### config.mk
export PLATFORM = sky130hd
export DESIGN_NAME = apb4_to_sram_flat
export DESIGN_NICKNAME = d
export VERILOG_FILES = /design/src/rtl/apb4_to_sram_pkg.sv /design/src/rtl/apb4_to_sram_if.sv /design/src/rtl/apb4_to_sram_addr_check.sv /design/src/rtl/apb4_to_sram.sv /design/src/flat_wrapper.sv
export SDC_FILE = /design/constraint.sdc
export NUM_CORES = 1
export LEC_CHECK = 0
export CAP_MARGIN = 0
export CORE_MARGIN = 3
export CORE_UTILIZATION = 39
export DETAILED_ROUTE_END_ITERATION = 6
export PLACE_DENSITY_LB_ADDON = 0.12
export SYNTH_ARGS = -nofsm -noshare
export SYNTH_HDL_FRONTEND = slang
export SYNTH_HIERARCHICAL = 1
export SYNTH_SLANG_ARGS = --single-unit
### constraint.sdc
create_clock -name CLK -period 3.12 [get_ports CLK]
set_input_delay 0.468 -clock CLK [delete_from_list [all_inputs] [get_ports CLK]]
set_output_delay 0.468 -clock CLK [all_outputs]
set_load 0.01 [all_outputs]
### src/rtl/apb4_to_sram_pkg.sv
// Shared types and constants for the APB4-to-SRAM bridge.
package apb_sram_pkg;

  localparam int RD_LATENCY_MAX = 4;

  typedef enum logic [2:0] {
    IDLE,
    WRITE,
    RD_WAIT,
    RD_CAP,
    RESP,
    ERR
  } bridge_state_t;

  // Number of byte-offset bits below the word index; 0 for byte-wide data.
  function automatic int byte_align(input int data_width);
    return (data_width <= 8) ? 0 : $clog2(data_width / 8);
  endfunction

endpackage

### src/rtl/apb4_to_sram_if.sv
// APB4 bus segment between the interconnect (master) and the bridge (slave).
interface apb4_to_sram_if #(
  parameter int ADDR_WIDTH = 32,
  parameter int DATA_WIDTH = 32
) ();

  logic                    PSEL;
  logic                    PENABLE;
  logic                    PWRITE;
  logic [ADDR_WIDTH-1:0]   PADDR;
  logic [DATA_WIDTH-1:0]   PWDATA;
  logic [DATA_WIDTH/8-1:0] PSTRB;
  logic [2:0]              PPROT;
  logic [DATA_WIDTH-1:0]   PRDATA;
  logic                    PREADY;
  logic                    PSLVERR;

  modport master (
    output PSEL, PENABLE, PWRITE, PADDR, PWDATA, PSTRB, PPROT,
    input  PRDATA, PREADY, PSLVERR
  );

  modport slave (
    input  PSEL, PENABLE, PWRITE, PADDR, PWDATA, PSTRB, PPROT,
    output PRDATA, PREADY, PSLVERR
  );

endinterface

### src/rtl/apb4_to_sram_addr_check.sv
// Address decode: byte address -> SRAM word index plus a combined error flag
// covering out-of-range, misaligned and (optionally) non-secure accesses.
module apb_sram_addr_check
  import apb_sram_pkg::*;
#(
  parameter int ADDR_WIDTH  = 32,
  parameter int DATA_WIDTH  = 32,
  parameter int MEM_DEPTH   = 1024,
  parameter int SECURE_ONLY = 0,
  parameter int SA_W        = $clog2(MEM_DEPTH)
) (
  input  logic [ADDR_WIDTH-1:0] paddr,
  input  logic [2:0]            pprot,
  output logic [SA_W-1:0]       word_idx,
  output logic                  err
);

  localparam int AL = byte_align(DATA_WIDTH);
  localparam logic [ADDR_WIDTH-1:0] AL_MASK = (ADDR_WIDTH'(1) << AL) - ADDR_WIDTH'(1);

  logic [ADDR_WIDTH-1:0] idx_full;
  logic                  range_err;
  logic                  align_err;
  logic                  sec_err;
  logic                  unused_prot;

  // Full-width index so upper address bits can never alias onto a valid word.
  assign idx_full    = paddr >> AL;
  assign range_err   = 64'(idx_full) >= 64'(MEM_DEPTH);
  assign align_err   = |(paddr & AL_MASK);
  assign sec_err     = (SECURE_ONLY != 0) && pprot[1];
  assign err         = range_err | align_err | sec_err;
  assign word_idx    = idx_full[SA_W-1:0];
  assign unused_prot = ^{pprot[2], pprot[0]};

endmodule

### src/rtl/apb4_to_sram.sv
// APB4 completer driving a synchronous single-port SRAM. Byte-lane writes,
// configurable read latency, range/alignment/security error responses.
// Every APB and SRAM output comes straight from a flop.
module apb4_to_sram
  import apb_sram_pkg::*;
#(
  parameter int ADDR_WIDTH  = 32,
  parameter int DATA_WIDTH  = 32,
  parameter int MEM_DEPTH   = 1024,
  parameter int RD_LATENCY  = 1,
  parameter int SECURE_ONLY = 0,
  localparam int STRB_W = DATA_WIDTH / 8,
  localparam int SA_W   = $clog2(MEM_DEPTH)
) (
  input  logic                  CLK,
  input  logic                  RST,
  apb4_to_sram_if.slave         apb,
  output logic [SA_W-1:0]       SRAM_ADDR,
  output logic                  SRAM_CE,
  output logic [STRB_W-1:0]     SRAM_WE,
  output logic                  SRAM_OE,
  output logic [DATA_WIDTH-1:0] SRAM_WDATA,
  input  logic [DATA_WIDTH-1:0] SRAM_RDATA
);

  localparam int CNT_W = $clog2(RD_LATENCY_MAX);

  generate
    if ((DATA_WIDTH % 8) != 0 || DATA_WIDTH < 8) begin : g_dw_chk
      $error("apb4_to_sram: DATA_WIDTH must be a multiple of 8 and >= 8");
    end
    if (RD_LATENCY < 1 || RD_LATENCY > RD_LATENCY_MAX) begin : g_lat_chk
      $error("apb4_to_sram: RD_LATENCY out of range 1..RD_LATENCY_MAX");
    end
  endgenerate

  bridge_state_t         state_q, state_d;
  logic [DATA_WIDTH-1:0] prdata_q, prdata_d;
  logic                  pready_q, pready_d;
  logic                  pslverr_q, pslverr_d;
  logic [SA_W-1:0]       addr_q, addr_d;
  logic                  ce_q, ce_d;
  logic [STRB_W-1:0]     we_q, we_d;
  logic                  oe_q, oe_d;
  logic [DATA_WIDTH-1:0] wdata_q, wdata_d;
  logic [CNT_W-1:0]      cnt_q, cnt_d;

  logic [SA_W-1:0]       word_idx;
  logic                  dec_err;
  logic                  setup;

  apb_sram_addr_check #(
    .ADDR_WIDTH (ADDR_WIDTH),
    .DATA_WIDTH (DATA_WIDTH),
    .MEM_DEPTH  (MEM_DEPTH),
    .SECURE_ONLY(SECURE_ONLY),
    .SA_W       (SA_W)
  ) u_chk (
    .paddr   (apb.PADDR),
    .pprot   (apb.PPROT),
    .word_idx(word_idx),
    .err     (dec_err)
  );

  assign setup = apb.PSEL && !apb.PENABLE;

  // Next-state and next-output decode; strobes default to inactive each cycle.
  always_comb begin
    state_d   = state_q;
    prdata_d  = prdata_q;
    pready_d  = 1'b0;
    pslverr_d = 1'b0;
    addr_d    = addr_q;
    ce_d      = 1'b1;
    we_d      = '0;
    oe_d      = 1'b1;
    wdata_d   = wdata_q;
    cnt_d     = cnt_q;

    case (state_q)
      IDLE: begin
        if (setup) begin
          if (dec_err) begin
            state_d = ERR;
          end else if (apb.PWRITE) begin
            state_d = WRITE;
            addr_d  = word_idx;
            wdata_d = apb.PWDATA;
            we_d    = apb.PSTRB;
            // An all-zero strobe completes on the bus without touching the macro.
            ce_d    = ~|apb.PSTRB;
          end else begin
            state_d = RD_WAIT;
            addr_d  = word_idx;
            ce_d    = 1'b0;
            oe_d    = 1'b0;
            cnt_d   = CNT_W'(RD_LATENCY - 1);
          end
        end
      end
      WRITE: begin
        state_d  = RESP;
        pready_d = 1'b1;
      end
      RD_WAIT: begin
        oe_d = 1'b0;
        if (cnt_q == '0) state_d = RD_CAP;
        else             cnt_d   = cnt_q - CNT_W'(1);
      end
      RD_CAP: begin
        prdata_d = SRAM_RDATA;
        pready_d = 1'b1;
        state_d  = RESP;
      end
      RESP: begin
        state_d = IDLE;
      end
      ERR: begin
        pready_d  = 1'b1;
        pslverr_d = 1'b1;
        prdata_d  = '0;
        state_d   = RESP;
      end
      default: begin
        state_d = IDLE;
      end
    endcase

    // Master dropped PSEL mid-transfer: abandon it and release the SRAM.
    if (state_q != IDLE && !apb.PSEL) begin
      state_d   = IDLE;
      pready_d  = 1'b0;
      pslverr_d = 1'b0;
      ce_d      = 1'b1;
      we_d      = '0;
      oe_d      = 1'b1;
    end
  end

  // State and output registers with synchronous reset.
  always_ff @(posedge CLK) begin
    if (RST) begin
      state_q   <= IDLE;
      prdata_q  <= '0;
      pready_q  <= 1'b0;
      pslverr_q <= 1'b0;
      addr_q    <= '0;
      ce_q      <= 1'b1;
      we_q      <= '0;
      oe_q      <= 1'b1;
      wdata_q   <= '0;
      cnt_q     <= '0;
    end else begin
      state_q   <= state_d;
      prdata_q  <= prdata_d;
      pready_q  <= pready_d;
      pslverr_q <= pslverr_d;
      addr_q    <= addr_d;
      ce_q      <= ce_d;
      we_q      <= we_d;
      oe_q      <= oe_d;
      wdata_q   <= wdata_d;
      cnt_q     <= cnt_d;
    end
  end

  assign apb.PRDATA  = prdata_q;
  assign apb.PREADY  = pready_q;
  assign apb.PSLVERR = pslverr_q;
  assign SRAM_ADDR   = addr_q;
  assign SRAM_CE     = ce_q;
  assign SRAM_WE     = we_q;
  assign SRAM_OE     = oe_q;
  assign SRAM_WDATA  = wdata_q;

endmodule

### src/flat_wrapper.sv
// flat-port wrapper written by rule: the top's interface ports become plain ports
module apb4_to_sram_flat import apb_sram_pkg::*;
#(
  parameter int ADDR_WIDTH  = 32,
  parameter int DATA_WIDTH  = 32,
  parameter int MEM_DEPTH   = 1024,
  parameter int RD_LATENCY  = 1,
  parameter int SECURE_ONLY = 0,
  localparam int STRB_W = DATA_WIDTH / 8,
  localparam int SA_W   = $clog2(MEM_DEPTH)
)
  (CLK, RST, SRAM_ADDR, SRAM_CE, SRAM_WE, SRAM_OE, SRAM_WDATA, SRAM_RDATA, apb_PSEL, apb_PENABLE, apb_PWRITE, apb_PADDR, apb_PWDATA, apb_PSTRB, apb_PPROT, apb_PRDATA, apb_PREADY, apb_PSLVERR);
  apb4_to_sram_if #(.ADDR_WIDTH(ADDR_WIDTH), .DATA_WIDTH(DATA_WIDTH)) apb_i ();
  input  logic CLK;
  input  logic RST;
  output logic [SA_W-1:0] SRAM_ADDR;
  output logic SRAM_CE;
  output logic [STRB_W-1:0] SRAM_WE;
  output logic SRAM_OE;
  output logic [DATA_WIDTH-1:0] SRAM_WDATA;
  input  logic [DATA_WIDTH-1:0] SRAM_RDATA;
  input wire logic [$bits(apb_i.PSEL)-1:0] apb_PSEL;
  input wire logic [$bits(apb_i.PENABLE)-1:0] apb_PENABLE;
  input wire logic [$bits(apb_i.PWRITE)-1:0] apb_PWRITE;
  input wire logic [$bits(apb_i.PADDR)-1:0] apb_PADDR;
  input wire logic [$bits(apb_i.PWDATA)-1:0] apb_PWDATA;
  input wire logic [$bits(apb_i.PSTRB)-1:0] apb_PSTRB;
  input wire logic [$bits(apb_i.PPROT)-1:0] apb_PPROT;
  output wire logic [$bits(apb_i.PRDATA)-1:0] apb_PRDATA;
  output wire logic [$bits(apb_i.PREADY)-1:0] apb_PREADY;
  output wire logic [$bits(apb_i.PSLVERR)-1:0] apb_PSLVERR;
  assign apb_i.PSEL = apb_PSEL;
  assign apb_i.PENABLE = apb_PENABLE;
  assign apb_i.PWRITE = apb_PWRITE;
  assign apb_i.PADDR = apb_PADDR;
  assign apb_i.PWDATA = apb_PWDATA;
  assign apb_i.PSTRB = apb_PSTRB;
  assign apb_i.PPROT = apb_PPROT;
  assign apb_PRDATA = apb_i.PRDATA;
  assign apb_PREADY = apb_i.PREADY;
  assign apb_PSLVERR = apb_i.PSLVERR;
  apb4_to_sram #(.ADDR_WIDTH(ADDR_WIDTH), .DATA_WIDTH(DATA_WIDTH), .MEM_DEPTH(MEM_DEPTH), .RD_LATENCY(RD_LATENCY), .SECURE_ONLY(SECURE_ONLY)) u_core (.CLK(CLK), .RST(RST), .apb(apb_i), .SRAM_ADDR(SRAM_ADDR), .SRAM_CE(SRAM_CE), .SRAM_WE(SRAM_WE), .SRAM_OE(SRAM_OE), .SRAM_WDATA(SRAM_WDATA), .SRAM_RDATA(SRAM_RDATA));
endmodule
==> results.py <==
metrics = {
    "run_status": {
        "status": "completed",
    },
    "sta": {
        "tns_ns": 0,
        "setup_viol": 0,
        "hold_viol": 0,
        "worst_pin_slew_ns": 1.18,
        "hold_ws_ns": 0.476,
        "relSlewSlack_pct": 21.0,
        "clock.fmax_mhz": 393,
        "fin_crit_sh_pct": 81.6,
        "fin_skew_ns": 0.00965,
        "min_period_ns": 2.54,
        "rsz0062_at_grt": "no",
        "slew_violations": 0,
    },
    "route": {
        "wl_per_cell_um": 14.5,
        "vias": 2891,
        "antenna_left": 0,
        "drtPass1Iterations": 4,
        "wirelength_um": 8790,
        "drc": 0,
        "first_iter_violations": 62,
        "via_per_inst": 4.77,
    },
    "setup_path": {
        "ff2ff_setup_slack_ns": 1.06,
        "cp_max_fo": 32,
        "cp-end-kind": "flip-flop",
        "worstPathArrival_ns": 2.81,
        "r2r_cells": 3,
        "crit_path_start_kind": "input port",
        "crit_type": "input port to flip-flop",
        "rr_startpoint": "u_core/state_q[1]$_SDFFE_PP0P_",
        "reg2reg_to": "u_core/apb.PRDATA[8]$_SDFFE_PP0P_",
        "crit_required_ns": 3.39,
    },
    "global_routing": {
        "grt_max_degree": 54,
        "antenna_found_initial": 0,
        "grt_pass1_wl_um": 13900,
        "overflow": 0,
        "grt_use_total_pct": 17.1,
        "grt_pass1_vias": 2930,
    },
    "logic_synthesis": {
        "yosys.area.top_type_share_pct": 49.4,
        "yosysUniqueCellTypes": 36,
        "syn_inst": 326,
        "ys.flop_type": "dfxtp_1",
        "avgSynthCellArea_um2": 10.8,
        "syn_area_um2": 3520,
        "synth_edf_count": 0,
        "yosysWarnings": 6,
        "synth_area_leaders": "dfxtp_1 49%, nand2b_1 15%, mux2i_1 12%",
        "async_reset_ff_share_pct": 0,
        "synth-seq-cells": 87,
        "synth_nets": 435,
        "ys_seq_area_share_pct": 49.4,
        "yosys.area.top_type": "dfxtp_1",
    },
    "floorplan": {
        "initial_core_util_pct": 40.2,
        "fp.dieW_um": 101,
        "ios": 190,
        "die_height_um": 101,
        "core_region_area_um2": 8760,
        "die_area_um2": 10200,
        "row_count": 34,
    },
    "power": {
        "powerDensity_nw_per_um2": 400,
        "total_leakage_power_nw": 1.98,
        "ir_drop_v": 0.000231,
    },
    "cells_and_area": {
        "drive_gt1_share_pct": 5.22,
        "syn2layout_area_growth_pct": 59.0,
        "finish.utilization_pct": 63.9,
        "n_antenna_cell": 0,
        "design_area_um2": 5600,
        "fin_cells": 606,
        "final_nets": 603,
    },
    "clock_tree": {
        "ctsResizeCount": 0,
        "clk_pin_slew_ns": 0.08,
        "clock_latency_ns": 0.34,
        "cts_root_buf": "clkbuf_8",
        "cts_tree": "built",
        "post_cts_buffers": 0,
        "cts_buffer_depth": 2,
        "ctsHoldBuffers": 0,
        "clkSinkCount": 87,
        "cts_buffers": 9,
        "htreeDepth": 3,
    },
    "flow_run": {
        "cap_violations": 0,
    },
    "hold_path": {
        "hold_end": "u_core/SRAM_WDATA[1]$_SDFFE_PP0P_",
        "whs_path_depth": 2,
        "worst_hold_path_type": "flip-flop to flip-flop",
        "min_from": "u_core/SRAM_WDATA[1]$_SDFFE_PP0P_",
    },
    "place": {
        "dp.cells": 591,
        "gp_congestion": 0.730,
        "port_buffers": 186,
        "hpwlAfterDp_um": 6410,
        "placed_area_um2": 5370,
    },
}
-- logic make-up after synthesis --
family / synth area share (%)
AO/OA/AOI/OAI: 9.76
XOR/XNOR: 0.249
adder cells (fa/ha/maj): 0.355
buffers and inverters: 6.00
flip-flops: 49.4
multiplexers: 11.9
AND/OR/NAND/NOR: 22.3
-- cells in the mapped netlist (all sizes together), types with 3 or more instances --
| cell type | number |
|---|---|
| a22o | 32 |
| and4b | 5 |
| buf | 16 |
| clkbuf | 18 |
| dfxtp | 87 |
| inv | 3 |
| mux2i | 42 |
| nand2b | 85 |
| nor3 | 3 |
| nor4 | 6 |
-- cell type report --
type / instances / area [um^2]
clock buffer: 10 / 128
clock inverter: 5 / 106
fill: 753 / 3160
inverter: 3 / 11.3
multi-input combinational: 202 / 1580
sequential: 87 / 1740
tap: 108 / 135
timing repair buffer: 191 / 1910
-- metrics by stage --
step	total power [mW]	worst slack, ns
floorplan	1.22	0.614
global placement	1.35	0.262
detailed placement	1.35	0.204
CTS	2.28	0.580
global route	2.34	0.510
finish	2.24	0.575
-- metal layers --
layer / GRT usage [%] / part of all wire (%)
met5: 0 / 0
met4: 6.75 / 1.5
met3: 6.44 / 10
met1: 21.7 / 43
met2: 26.2 / 46
-- placed cells by master (no fill, tap or decap), drive strengths merged, types with 3 or more instances in the layout --
cell type,n
nand2b,85
clkbuf,10
bufinv,3
mux2i,42
clkdlybuf4s50,185
inv,4
a22o,32
nor4,6
buf,6
and4b,5
nor3,3
dfxtp,87
-- worst max path at each step --
stage | start | end | slack (ns)
5_1_grt | apb_PADDR[14] | u_core/SRAM_WDATA[5]$_SDFFE_PP0P_ | 0.51
3_5_place_dp | apb_PADDR[14] | u_core/SRAM_WDATA[5]$_SDFFE_PP0P_ | 0.20
3_3_place_gp | apb_PADDR[14] | u_core/SRAM_WDATA[22]$_SDFFE_PP0P_ | 0.26
6_report | apb_PADDR[14] | u_core/SRAM_WDATA[5]$_SDFFE_PP0P_ | 0.58
4_1_cts | apb_PADDR[14] | u_core/SRAM_WDATA[5]$_SDFFE_PP0P_ | 0.58
2_1_floorplan | apb_PADDR[14] | u_core/SRAM_WDATA[0]$_SDFFE_PP0P_ | 0.61
-- critical path: stages --
cell             delay [ns]
clkdlybuf4s50_1        0.39
or4_1                  0.49
or4_1                  0.57
nor4b_4                0.36
buf_12                 0.28
mux2i_1                0.23
-- sequential cells by signal, summed over array words and instances, names as in the netlist, 2 cells and up --
signal and count:
u_core/SRAM_ADDR 10, u_core/SRAM_WDATA 32, u_core/SRAM_WE 4, u_core/apb.PRDATA 32
u_core/cnt_q 2, u_core/state_q 3
-- power breakdown --
group	internal, mW	switching (mW)	total (mW)
clock network	0.531	0.387	0.918
registers	1.11	0.00489	1.12
logic	0.149	0.0585	0.208
Note: power is estimated with default switching activity, not from simulation.
